`config.mk`:
```
export PLATFORM = sky130hd
export DESIGN_NAME = stream_rx_demux
export DESIGN_NICKNAME = d
export VERILOG_FILES = /design/src/rtl/stream_rx_pkg.sv /design/src/rtl/stream_rx_fifo.sv /design/src/rtl/stream_rx_demux.sv
export SDC_FILE = /design/constraint.sdc
export NUM_CORES = 1
export LEC_CHECK = 0
export CAP_MARGIN = 5
export CELL_PAD_IN_SITES_DETAIL_PLACEMENT = 0
export CELL_PAD_IN_SITES_GLOBAL_PLACEMENT = 2
export CORE_ASPECT_RATIO = 1.2
export CORE_MARGIN = 5
export CORE_UTILIZATION = 53
export DETAILED_ROUTE_END_ITERATION = 10
export PLACE_DENSITY = 0.95
export SYNTH_ARGS = -nofsm -noshare
export SYNTH_HDL_FRONTEND = slang
export SYNTH_SLANG_ARGS = --single-unit
```
`constraint.sdc`:
```
create_clock -name sclk -period 11.59 [get_ports sclk]
set_clock_uncertainty 0.05 [all_clocks]
set_input_delay 2.318 -clock sclk [delete_from_list [all_inputs] [get_ports sclk]]
set_output_delay 2.318 -clock sclk [all_outputs]
set_load 0.01 [all_outputs]
```
`src/rtl/stream_rx_pkg.sv`:
```
// Shared definitions for the AXI4-Stream receive front end:
// controller state encoding and the destination channel indices.
package stream_rx_pkg;

  typedef enum logic [1:0] {
    IDLE  = 2'd0,
    RECV  = 2'd1,
    DRAIN = 2'd2,
    DONE  = 2'd3
  } rx_state_e;

  localparam int FEATURE_CH   = 0;
  localparam int WEIGHT_CH    = 1;
  localparam int BIAS_CH      = 2;
  localparam int LEAKYRELU_CH = 3;

endpackage

```
`src/rtl/stream_rx_fifo.sv`:
```
// Synchronous show-ahead FIFO: the head entry is visible on dout while
// empty is low. full/empty are registered so they can gate the stream
// handshake without a combinational path from the pop side.
module stream_rx_fifo #(
  parameter int WIDTH = 72,
  parameter int DEPTH = 16
) (
  input  logic                     clk,
  input  logic                     rst_n,
  input  logic                     push,
  input  logic [WIDTH-1:0]         din,
  input  logic                     pop,
  output logic [WIDTH-1:0]         dout,
  output logic                     full,
  output logic                     empty,
  output logic [$clog2(DEPTH):0]   count
);

  localparam int AW = $clog2(DEPTH);

  logic [WIDTH-1:0] mem [DEPTH];
  logic [AW-1:0]    wr_ptr;
  logic [AW-1:0]    rd_ptr;
  logic [AW:0]      count_next;
  logic             do_push;
  logic             do_pop;

  assign do_push = push & ~full;
  assign do_pop  = pop & ~empty;
  assign dout    = mem[rd_ptr];

  // Occupancy after this cycle's push/pop; a simultaneous pair cancels out.
  always_comb begin
    count_next = count;
    case ({do_push, do_pop})
      2'b10:   count_next = count + (AW+1)'(1);
      2'b01:   count_next = count - (AW+1)'(1);
      default: count_next = count;
    endcase
  end

  // Storage array; contents are don't-care while empty so it needs no reset.
  always_ff @(posedge clk) begin
    if (do_push) mem[wr_ptr] <= din;
  end

  // Pointers, occupancy and the registered full/empty flags.
  always_ff @(posedge clk or negedge rst_n) begin
    if (!rst_n) begin
      wr_ptr <= '0;
      rd_ptr <= '0;
      count  <= '0;
      full   <= 1'b0;
      empty  <= 1'b1;
    end else begin
      if (do_push) wr_ptr <= wr_ptr + AW'(1);
      if (do_pop)  rd_ptr <= rd_ptr + AW'(1);
      count <= count_next;
      full  <= (count_next == (AW+1)'(DEPTH));
      empty <= (count_next == '0);
    end
  end

endmodule

```
`src/rtl/stream_rx_demux.sv`:
```
// AXI4-Stream receive front end: accepts one transfer per command, buffers
// beats in a show-ahead FIFO, steers them to the commanded channel, checks
// the beat count and pulses write_finish once the buffer has drained.
module stream_rx_demux
  import stream_rx_pkg::*;
#(
  parameter  int DATA_W     = 64,
  parameter  int NUM_CH     = 4,
  localparam int CH_W       = $clog2(NUM_CH),
  parameter  int FIFO_DEPTH = 16,
  parameter  int LEN_W      = 16
) (
  input  logic                sclk,
  input  logic                s_rst_n,
  input  logic [DATA_W-1:0]   s_axis_tdata,
  input  logic [DATA_W/8-1:0] s_axis_tkeep,
  input  logic                s_axis_tvalid,
  output logic                s_axis_tready,
  input  logic                s_axis_tlast,
  input  logic                cmd_start,
  input  logic [CH_W-1:0]     cmd_ch,
  input  logic [LEN_W-1:0]    cmd_len,
  output logic                busy,
  output logic                write_finish,
  output logic                len_err,
  output logic [DATA_W-1:0]   rx_data,
  output logic [DATA_W/8-1:0] rx_keep,
  output logic [NUM_CH-1:0]   rx_vld,
  input  logic                rx_rdy
);

  localparam int KEEP_W = DATA_W / 8;
  localparam int FW     = DATA_W + KEEP_W;
  localparam int CNT_W  = $clog2(FIFO_DEPTH) + 1;

  rx_state_e         state;
  rx_state_e         state_next;
  logic [CH_W-1:0]   ch_q;
  logic              ch_ok;
  logic [LEN_W-1:0]  len_q;
  logic [LEN_W-1:0]  beat_cnt;
  logic [LEN_W-1:0]  cnt_inc;
  logic              cmd_take;
  logic              cmd_ch_ok;
  logic              accept;
  logic              hit_len;
  logic              short_last;
  logic              pop;
  logic              drain_done;
  logic              fifo_full;
  logic              fifo_empty;
  logic [CNT_W-1:0]  fifo_count;
  logic [FW-1:0]     fifo_dout;

  assign cmd_take      = (state == IDLE) & cmd_start;
  assign cmd_ch_ok     = int'(cmd_ch) < NUM_CH;
  assign s_axis_tready = (state == RECV) & ~fifo_full;
  assign accept        = s_axis_tvalid & s_axis_tready;
  assign cnt_inc       = (&beat_cnt) ? beat_cnt : beat_cnt + LEN_W'(1);
  assign hit_len       = (len_q != '0) && (cnt_inc == len_q);
  assign short_last    = (len_q != '0) && s_axis_tlast && (cnt_inc < len_q);
  assign pop           = ~fifo_empty & rx_rdy;
  assign drain_done    = fifo_empty | (pop & (fifo_count == CNT_W'(1)));

  assign busy         = (state != IDLE);
  assign write_finish = (state == DONE);
  assign rx_vld       = (ch_ok & ~fifo_empty) ? (NUM_CH'(1) << ch_q) : '0;
  assign rx_data      = fifo_empty ? '0 : fifo_dout[FW-1:KEEP_W];
  assign rx_keep      = fifo_empty ? '0 : fifo_dout[KEEP_W-1:0];

  stream_rx_fifo #(
    .WIDTH (FW),
    .DEPTH (FIFO_DEPTH)
  ) u_fifo (
    .clk   (sclk),
    .rst_n (s_rst_n),
    .push  (accept),
    .din   ({s_axis_tdata, s_axis_tkeep}),
    .pop   (pop),
    .dout  (fifo_dout),
    .full  (fifo_full),
    .empty (fifo_empty),
    .count (fifo_count)
  );

  // Controller next state; DRAIN leaves in the cycle the last beat is popped.
  always_comb begin
    state_next = state;
    case (state)
      IDLE:    if (cmd_start) state_next = RECV;
      RECV:    if (accept && (s_axis_tlast || hit_len)) state_next = DRAIN;
      DRAIN:   if (drain_done) state_next = DONE;
      DONE:    state_next = IDLE;
      default: state_next = IDLE;
    endcase
  end

  // State register.
  always_ff @(posedge sclk or negedge s_rst_n) begin
    if (!s_rst_n) state <= IDLE;
    else          state <= state_next;
  end

  // Command latch, saturating beat counter and sticky length error flag.
  always_ff @(posedge sclk or negedge s_rst_n) begin
    if (!s_rst_n) begin
      ch_q     <= '0;
      ch_ok    <= 1'b0;
      len_q    <= '0;
      beat_cnt <= '0;
      len_err  <= 1'b0;
    end else if (cmd_take) begin
      ch_q     <= cmd_ch;
      ch_ok    <= cmd_ch_ok;
      len_q    <= cmd_len;
      beat_cnt <= '0;
      len_err  <= ~cmd_ch_ok;
    end else if (accept) begin
      beat_cnt <= cnt_inc;
      if (short_last || (hit_len && !s_axis_tlast)) len_err <= 1'b1;
    end
  end

endmodule
```
==> impl_results.md <==
- Status: completed
- Clk_lat worst skew: 0.69 ns
- Seq pwr share: 41.5%
- Reg-to-Reg Start: state[1]
- Crit path DAT: 5.08 ns
- HP Class: reg -> reg
- Final Wtd Congestion: 0.749
- Final TNS setup: 0 ns
- Min Clock Period, post-route: 7.45 ns
- Inst Count DP: 3328
- Die Area: 95000 µm²
- Post-CTS sizing: 0
- Finished Layout Cells: 3540
- R2r endpoint: u_fifo.mem[6][56]
- Final WL: 108000 µm
- Vias in the first global route: 23656
- Slew Limit Headroom: 22.9%
- Largest net degree at the start of global routing: 176
- Setup crit start: u_fifo.rd_ptr[0]
- Fin crit share: 64.3%
- Setup violators final: 0
- Worst-path clk slew: 0.06 ns
- Residual DRC count: 0
- Most frequent cells in the layout: edfxtp_1 (1152), mux4_2 (360), clkdlybuf4s50_1 (174)
- FFs w/ async S/R, synth: 4.40%
- Sequential fraction of the synthesis area: 76.2%
- WS Path Type: reg -> out
- Setup slack, reg-to-reg: 7.65 ns
- Total gr overflow: 0
- Gr usage total: 22.8%
- Netlist cell types: 48
- Max_cap viols: 0
- Area delta synth->final: 14.4%
- Worst vdd rail ir drop: 0.212 mV
- Share of cells above drive strength 1: 24.4%
- Std cell rows: 119
- Initial antenna violation count: 17
- H-tree levels: 3
- First-pass GRT wire length: 158000 µm
- Final Max Slew Viols: 0
- Final ANT Viol Nets: 0
- Via/cell ratio: 6.36
- CTS root buffer: clkbuf_16
- Net Sw Frac: 27.5%
- CTS Hold Bufs: 0
- Post-detail-place hpwl: 51700 µm
- Final count of hold timing violations: 0
- Power density over the cells: 234 nW/µm²
- Iter 0 DRT Violations: 2579
- Die W: 282 µm
- F_max: 0.134 GHz
- Initial Utilization: 53.6%
- WP data required: 9.22 ns
- Post-CTS setup buffers: 0
- RSZ-0062 raised after global routing: false
- Hold-critical path depth: 1
- Post-synth EDFFs: 1152
- Type of element capturing the critical path: output port
- I/O pin count: 176
- Internal power: 0.00913 W
- Core Area: 88000 µm²
- Syn Area/Cell: 22.7 µm²
- Slew @ Worst Pin: 1.16 ns
- Cts bufs inserted: 111
- NumNets Final: 2420
- Commonest non-fill, non-tap cell in the layout: edfxtp_1
- Clock network fraction of total power: 29.9%
- Syn. warnings: 0
- Worst hold slack: 0.479 ns
- Mapped Area: 47100 µm²
- Routed length per placed instance: 30.5 µm
- Number of port buffers: 175
- Hold Path Sink: ch_ok
- Yosys reg bits: 1205
- Comb power frac: 28.6%
- Mapped Nets: 2206
- Ys flop type: edfxtp_1
- CTS tree: done
- HP Start: ch_ok
- DIE HEIGHT: 337 µm
- Sw Pwr: 0.00346 W
- Post-Syn Instances: 2078
- CTS Sinks: 1205
- Leak Pwr: 17.1 nW
- Reg2Reg Depth: 8
- CP max FO: 56
- CP Launch Type: flop
- TritonRoute pass-1 iters: 7
- Longest Clk Path Bufs: 3
- DR vias: 22506
registers in the layout, summed over array words and instances, names as in the netlist:
signal,flops
u_fifo.mem,1152
beat_cnt,16
len_q,16
u_fifo.count,5
u_fifo.rd_ptr,4
u_fifo.wr_ptr,4
ch_q,2
state,2
ch_ok,1
len_err,1
u_fifo.empty,1
u_fifo.full,1
through the flow:
| step | power [W] | util [%] | setup WS [ns] | instance area (µm²) |
|---|---|---|---|---|
| 2_1_floorplan | 0.00768 | - | 6.22 | 47100 |
| 3_3_place_gp | 0.00885 | 57.0 | 4.85 | 50100 |
| 3_5_place_dp | 0.00892 | 57.0 | 4.82 | 50100 |
| 4_1_cts | 0.0127 | 61.2 | 3.98 | 53900 |
| 5_1_grt | 0.0131 | 61.3 | 3.74 | 53900 |
| 6_report | 0.0126 | 61.3 | 4.14 | 53900 |
cell families after synthesis:
kind of cell	share of synthesized area, %
AND/OR/NAND/NOR	2.81
adder cells (fa/ha/maj)	0.849
AO/OA/AOI/OAI	0.948
flip-flops	76.2
buffers and inverters	1.30
XOR/XNOR	0.483
multiplexers	17.4
worst max-delay path by stage:
stage / to / slack (ns)
2_1_floorplan: u_fifo.mem[4][0] / 6.22
3_3_place_gp: rx_data[54] / 4.85
3_5_place_dp: rx_data[27] / 4.82
4_1_cts: rx_data[27] / 3.98
5_1_grt: rx_data[51] / 3.74
6_report: rx_data[27] / 4.14
synth_stat cells, drive strengths merged, types with 4 or more instances:
| library cell | number | share of area (%) |
|---|---|---|
| o21ai | 22 | 0.23 |
| buf | 47 | 0.62 |
| nor2b | 80 | 1.1 |
| nor2 | 28 | 0.22 |
| and2 | 18 | 0.24 |
| a21o | 4 | 0.064 |
| a211oi | 6 | 0.096 |
| nand4 | 12 | 0.16 |
| and3 | 7 | 0.093 |
| xor2 | 6 | 0.11 |
| mux4 | 360 | 17 |
| nor4 | 8 | 0.11 |
| nand3 | 12 | 0.13 |
| a2111oi | 6 | 0.11 |
| inv | 26 | 0.21 |
| dfrtp | 52 | 2.8 |
| a21oi | 16 | 0.17 |
| mux2 | 6 | 0.14 |
| xnor2 | 20 | 0.37 |
| nand2 | 52 | 0.41 |
| edfxtp | 1152 | 73 |
| ha | 32 | 0.85 |
| clkbuf | 60 | 0.48 |
| nor3 | 8 | 0.085 |
metal layers:
layer	global-route usage [%]	part of all wire (%)	up-vias
li1	-	-	9170
met1	30.0	37	11946
met2	38.4	52	1217
met3	4.90	8.5	167
met4	8.06	2.9	6
met5	0	0.039	-
final cells by class:
type	count	area (µm²)
diodes	12	30.0
inverters	26	97.6
flip-flops and latches	1205	35900
repair buffers	208	2010
well taps	1149	1440
fillers	5740	34100
multi-input cells	740	10700
clock inverters	64	853
clock buffers	136	2890
power by group through the flow:
| stage | Clock, W | Combinational, W | Sequential (W) |
|---|---|---|---|
| 6_report | 0.00377 | 0.00360 | 0.00522 |
| 3_5_place_dp | 0 | 0.00361 | 0.00531 |
| 5_1_grt | 0.00401 | 0.00385 | 0.00525 |
| 3_3_place_gp | 0 | 0.00356 | 0.00529 |
| 4_1_cts | 0.00382 | 0.00366 | 0.00523 |
| 2_1_floorplan | 0 | 0.00255 | 0.00513 |
worst max-delay path, stage by stage, from the launching register on:
cell and delay [ns]:
dfrtp_4 0.90, buf_4 0.59, buf_4 0.92, mux4_2 0.63, mux4_2 0.48, nor2b_1 0.20
clkdlybuf4s50_1 0.56
Power figures use the tool's default switching activity.
